### config.mk
export PLATFORM = sky130hd
export DESIGN_NAME = mem_rd_mux_n
export DESIGN_NICKNAME = d
export VERILOG_FILES = /design/src/rtl/tcp_misc_pkg.sv /design/src/rtl/rr_arbiter_n.sv /design/src/rtl/mem_rd_mux_n.sv
export SDC_FILE = /design/constraint.sdc
export NUM_CORES = 1
export LEC_CHECK = 0
export CORE_ASPECT_RATIO = 1.1
export CORE_UTILIZATION = 27
export DETAILED_ROUTE_END_ITERATION = 10
export PLACE_DENSITY = 0.88
export SKIP_LAST_GASP = 1
export SLEW_MARGIN = 20
export SYNTH_ARGS = -nofsm -noshare
export SYNTH_HDL_FRONTEND = slang
export SYNTH_SLANG_ARGS = --single-unit
### constraint.sdc
create_clock -name clk -period 5.47 [get_ports clk]
set_clock_uncertainty 0.15 [all_clocks]
set_input_delay 0.547 -clock clk [delete_from_list [all_inputs] [get_ports clk]]
set_output_delay 0.547 -clock clk [all_outputs]
set_load 0.01 [all_outputs]
### src/rtl/tcp_misc_pkg.sv
// Shared constants and helpers for the TCP engine's memory-side plumbing.
// Holds the arbitration mode encodings and the source-index (tag) width helper.
package tcp_misc_pkg;

  localparam int ARB_FIXED = 0;
  localparam int ARB_RR    = 1;

  // Width of a source index; a single source still needs one bit of storage.
  function automatic int tag_w(input int n);
    return (n > 1) ? $clog2(n) : 1;
  endfunction

endpackage

### src/rtl/rr_arbiter_n.sv
// N-way arbiter: one-hot grant from a valid vector, fixed priority or round robin.
// In round-robin mode the pointer moves to the granted index only when advance is high.
module rr_arbiter_n
  import tcp_misc_pkg::*;
#(
  parameter int NUM_SRC  = 2,
  parameter int ARB_MODE = ARB_FIXED
) (
  input  logic                        clk,
  input  logic                        rst_n,
  input  logic [NUM_SRC-1:0]          req,
  input  logic                        advance,
  output logic [NUM_SRC-1:0]          grant,
  output logic [tag_w(NUM_SRC)-1:0]   grant_idx
);

  localparam int IDX_W = tag_w(NUM_SRC);

  logic [IDX_W-1:0] ptr_q;
  logic             found;

  // Two passes: first the indices above the pointer, then wrap to the bottom.
  // With fixed priority the first pass already covers every index.
  always_comb begin
    grant     = '0;
    grant_idx = '0;
    found     = 1'b0;
    for (int j = 0; j < NUM_SRC; j++) begin
      if (!found && req[j] && (ARB_MODE == ARB_FIXED || j > int'(ptr_q))) begin
        grant[j]  = 1'b1;
        grant_idx = IDX_W'(j);
        found     = 1'b1;
      end
    end
    for (int j = 0; j < NUM_SRC; j++) begin
      if (!found && req[j]) begin
        grant[j]  = 1'b1;
        grant_idx = IDX_W'(j);
        found     = 1'b1;
      end
    end
  end

  always_ff @(posedge clk or negedge rst_n) begin
    if (!rst_n) begin
      ptr_q <= IDX_W'(NUM_SRC - 1);
    end else if (advance && found && ARB_MODE == ARB_RR) begin
      ptr_q <= grant_idx;
    end
  end

endmodule

### src/rtl/mem_rd_mux_n.sv
// N-source memory read-port mux: arbitrates read requests onto one memory port
// and steers in-order responses back using a FIFO of winning source indices.
module mem_rd_mux_n
  import tcp_misc_pkg::*;
#(
  parameter int NUM_SRC         = 2,
  parameter int ADDR_W          = 8,
  parameter int DATA_W          = 64,
  parameter int MAX_OUTSTANDING = 4,
  parameter int ARB_MODE        = ARB_FIXED
) (
  input  logic                              clk,
  input  logic                              rst_n,
  input  logic [NUM_SRC-1:0]                src_rd_req_val,
  input  logic [NUM_SRC*ADDR_W-1:0]         src_rd_req_addr,
  output logic [NUM_SRC-1:0]                src_rd_req_rdy,
  output logic [NUM_SRC-1:0]                src_rd_resp_val,
  output logic [DATA_W-1:0]                 src_rd_resp_data,
  input  logic [NUM_SRC-1:0]                src_rd_resp_rdy,
  output logic                              dst_rd_req_val,
  output logic [ADDR_W-1:0]                 dst_rd_req_addr,
  input  logic                              dst_rd_req_rdy,
  input  logic                              dst_rd_resp_val,
  input  logic [DATA_W-1:0]                 dst_rd_resp_data,
  output logic                              dst_rd_resp_rdy,
  output logic [$clog2(MAX_OUTSTANDING):0]  outstanding_cnt,
  output logic                              err_orphan_resp
);

  // Every channel uses valid/ready: a beat transfers on the cycle both are high;
  // the sender holds payload stable while valid is high and ready is low.

  localparam int IDX_W = tag_w(NUM_SRC);
  localparam int PTR_W = $clog2(MAX_OUTSTANDING) + 1;

  logic [IDX_W-1:0]   tag_mem [MAX_OUTSTANDING];
  logic [PTR_W-1:0]   wr_ptr;
  logic [PTR_W-1:0]   rd_ptr;
  logic               empty;
  logic               full;
  logic [NUM_SRC-1:0] arb_req;
  logic [NUM_SRC-1:0] grant;
  logic [IDX_W-1:0]   grant_idx;
  logic [IDX_W-1:0]   head_tag;
  logic               head_rdy;
  logic               push;
  logic               pop;

  // Extra pointer MSB distinguishes full from empty when the index bits match.
  assign empty = (wr_ptr == rd_ptr);
  assign full  = (wr_ptr[PTR_W-1] != rd_ptr[PTR_W-1]) &&
                 (wr_ptr[PTR_W-2:0] == rd_ptr[PTR_W-2:0]);

  assign arb_req = full ? '0 : src_rd_req_val;

  rr_arbiter_n #(
    .NUM_SRC  (NUM_SRC),
    .ARB_MODE (ARB_MODE)
  ) u_arb (
    .clk       (clk),
    .rst_n     (rst_n),
    .req       (arb_req),
    .advance   (dst_rd_req_rdy),
    .grant     (grant),
    .grant_idx (grant_idx)
  );

  assign dst_rd_req_val = |grant;
  assign src_rd_req_rdy = grant & {NUM_SRC{dst_rd_req_rdy}};
  assign push           = dst_rd_req_val & dst_rd_req_rdy;

  always_comb begin
    dst_rd_req_addr = '0;
    for (int i = 0; i < NUM_SRC; i++) begin
      if (grant[i]) dst_rd_req_addr = src_rd_req_addr[i*ADDR_W +: ADDR_W];
    end
  end

  assign head_tag = tag_mem[rd_ptr[PTR_W-2:0]];

  always_comb begin
    src_rd_resp_val = '0;
    head_rdy        = 1'b0;
    for (int i = 0; i < NUM_SRC; i++) begin
      if (head_tag == IDX_W'(i)) begin
        src_rd_resp_val[i] = dst_rd_resp_val & ~empty;
        head_rdy           = src_rd_resp_rdy[i];
      end
    end
  end

  assign src_rd_resp_data = dst_rd_resp_data;
  assign dst_rd_resp_rdy  = ~empty & head_rdy;
  assign pop              = dst_rd_resp_val & dst_rd_resp_rdy;
  assign outstanding_cnt  = wr_ptr - rd_ptr;

  always_ff @(posedge clk or negedge rst_n) begin
    if (!rst_n) begin
      wr_ptr          <= '0;
      rd_ptr          <= '0;
      err_orphan_resp <= 1'b0;
    end else begin
      if (push) wr_ptr <= wr_ptr + PTR_W'(1);
      if (pop)  rd_ptr <= rd_ptr + PTR_W'(1);
      if (dst_rd_resp_val && empty) err_orphan_resp <= 1'b1;
    end
  end

  // Tag storage needs no reset: entries are only read between push and pop.
  always_ff @(posedge clk) begin
    if (push) tag_mem[wr_ptr[PTR_W-2:0]] <= grant_idx;
  end

endmodule

==> results.json <==
{
  "status": "finished clean",
  "antenna_cells": 0,
  "power.density_mw_per_mm2": 542.1,
  "num_rows": 25,
  "wl_um": 2505,
  "synth.distinct_cells": 24,
  "final.fill_count": 448,
  "mostFrequentLayoutCells": "41 x clkdlybuf4s50_1, 8 x a22o_1, 7 x inv_1, 7 x ha_1, 7 x dfrtp_1",
  "synth_area_mm2": 0.001231,
  "final_area_mm2": 0.001269,
  "fin_hold_ws_ns": 0.3213,
  "fin_crit_sh": 0.6244,
  "setup_ws_ns": 2.054,
  "htreeDepth": 1,
  "holdPathEnd": "err_orphan_resp",
  "worstPathArrival_ns": 2.72,
  "clkLatencyLatePin_ns": 0.24,
  "yosysWarnings": 0,
  "vias": 736,
  "layout.nets": 208,
  "yosys.area.top_type": "buf_4",
  "worst_setup_path_end_kind": "output pin",
  "r2r_start": "wr_ptr[0]",
  "place_ws_ns": 2.311,
  "die_w_um": 66.39,
  "clkTransAtPathRegs_ns": 0.05,
  "grtUsageTotal": 0.1081,
  "ir_drop_v": 0.0003103,
  "vias_per_cell": 4.461,
  "gp_congestion": 0.8367,
  "cap_viol_max_count": 0,
  "numCtsBuffers": 3,
  "synth_fp_nets": 227,
  "cp_max_fo": 13,
  "start_util": 0.2832,
  "io_buffers": 41,
  "cts_resized": 0,
  "drt_iter0_drc": 8,
  "setup-tns-final_ns": 0,
  "r2r_slack_ns": 3.36,
  "ys_ff_latch": 11,
  "cts_tree": "yes",
  "cts_buffer_depth": 2,
  "place_area_mm2": 0.001224,
  "antenna_found_initial": 0,
  "final_common_cell": "clkdlybuf4s50_1",
  "hp-class": "flip-flop to flip-flop",
  "fmax_mhz": 292.8,
  "maxSlewHeadroom": 0.5447,
  "post-cts-setup-buffers": 0,
  "drc_errors": 0,
  "syn_avg_cell_area_um2": 9.398,
  "leakage_nw": 0.5291,
  "die_height_um": 72.82,
  "firstDrtPassIters": 4,
  "rsz0062_at_grt": "no",
  "drive_gt1_frac": 0.09009,
  "cp_data_required_time_ns": 4.77,
  "postCtsHoldBufs": 0,
  "grt_pass1_wl_um": 3795,
  "ios": 170,
  "area_delta_synth_final_pct": 3.049,
  "coreArea_mm2": 0.004348,
  "cp-start-kind": "flip-flop",
  "routedWlPerCell_um": 15.18,
  "hp-start": "err_orphan_resp",
  "hold_depth": 1,
  "drtAntennaViolNets": 0,
  "setup_viol": 0,
  "regToRegEndpoint": "tag_mem[1]",
  "rr_worst_depth": 5,
  "slew_viol_final": 0,
  "dieArea_mm2": 0.004834,
  "grt_pass1_vias": 793,
  "ys_seq_area_frac": 0.2398,
  "dp_hpwl_um": 2141,
  "cts.sinks": 11,
  "worstSetupPathType": "flip-flop to output pin",
  "synth_cells": 131,
  "worstMarginPinSlew_ns": 0.6800,
  "min_period_ns": 3.416,
  "hold_viol_final": 0,
  "grt_max_degree": 14,
  "overflow": 0,
  "synthTopCellsByArea": "buf_4 39%, dfrtp_1 14%, edfxtp_1 9.8%",
  "synth_top_area_share": 0.3902,
  "root_buffer": "clkbuf_8"
}
[layer usage]
metal,global-route usage,up-vias,part of all wire
met2,0.1780,65,0.49
met5,0,-,0
met4,0.07801,0,0.051
li1,-,318,-
met3,0.05625,22,0.12
met1,0.1021,331,0.34
[through the flow]
| step | std cells | util | total power [W] |
|---|---|---|---|
| 3_3_place_gp | 161 | 0.2814 | 0.0005998 |
| 4_1_cts | 165 | 0.2918 | 0.0006948 |
| 6_report | 165 | 0.2918 | 0.0006877 |
| 5_1_grt | 165 | 0.2918 | 0.0007453 |
| 2_1_floorplan | 131 | - | 0.0004404 |
| 3_5_place_dp | 161 | 0.2814 | 0.0006079 |
[synthesized netlist by cell type (all sizes together)]
cell type  instances
buf               65
a22o               8
dfrtp              7
ha                 7
inv                7
nor2               7
and2               6
xor2               5
edfxtp             4
nand2              2
nor2b              2
nor3b              2
o21ai              2
a21o               1
a311oi             1
fa                 1
mux2               1
mux2i              1
mux4               1
xnor2              1
[sequential cells by signal, summed over array words and instances, names as in the netlist]
| register | count |
|---|---|
| err_orphan_resp | 1 |
| rd_ptr | 3 |
| tag_mem | 4 |
| wr_ptr | 3 |
[cell type report]
cell class,instances,area [µm²],share of cell area
Multi-Input combinational cell,48,424.2,0.3343
Timing Repair Buffer,41,410.4,0.3235
Sequential cell,11,295.3,0.2327
Tap cell,54,67.56,0.05325
Clock buffer,4,45.04,0.03550
Inverter,7,26.28,0.02071
[critical path: stages, from the launching register on]
cell	delay (ns)
dfrtp_1	0.38
inv_1	0.12
ha_1	0.36
nand2_1	0.15
nor2b_1	0.09
nor3b_2	0.57
a22o_1	0.26
clkdlybuf4s50_1	0.54
[where the power goes]
part / switching [W] / total (W) / internal, W
registers: 0.0000328 / 0.000153 / 0.000120
clock network: 0.0000319 / 0.0000831 / 0.0000512
logic: 0.000211 / 0.000452 / 0.000240
total: 0.000276 / 0.000688 / 0.000412
[worst max-delay path by stage]
| stage | startpoint | endpoint | slack [ns] | depth (start not counted) |
|---|---|---|---|---|
| global route | wr_ptr[0] | dst_rd_req_addr[5] | 1.88 | 7 |
| detailed placement | wr_ptr[0] | dst_rd_req_addr[2] | 2.31 | 7 |
| CTS | wr_ptr[0] | dst_rd_req_addr[5] | 2.05 | 7 |
| global placement | src_rd_req_val[0] | dst_rd_req_addr[7] | 2.39 | 4 |
| finish | wr_ptr[0] | dst_rd_req_addr[5] | 2.05 | 7 |
| floorplan | wr_ptr[0] | dst_rd_req_addr[0] | 3.10 | 6 |
[logic make-up (layout without fill, tap and decap cells)]
family / Yosys count / after routing / synth area share
buffers and inverters: 72 / 52 / 0.4156
DFF: 11 / 11 / 0.2398
and+or+nand+nor: 19 / 19 / 0.08639
adders and majority gates: 8 / 8 / 0.08740
xor gates and xnor gates: 6 / 6 / 0.04268
AOI/OAI and AO/OA: 12 / 12 / 0.08638
muxes: 3 / 3 / 0.04166
(Power assumes the default switching activity.)
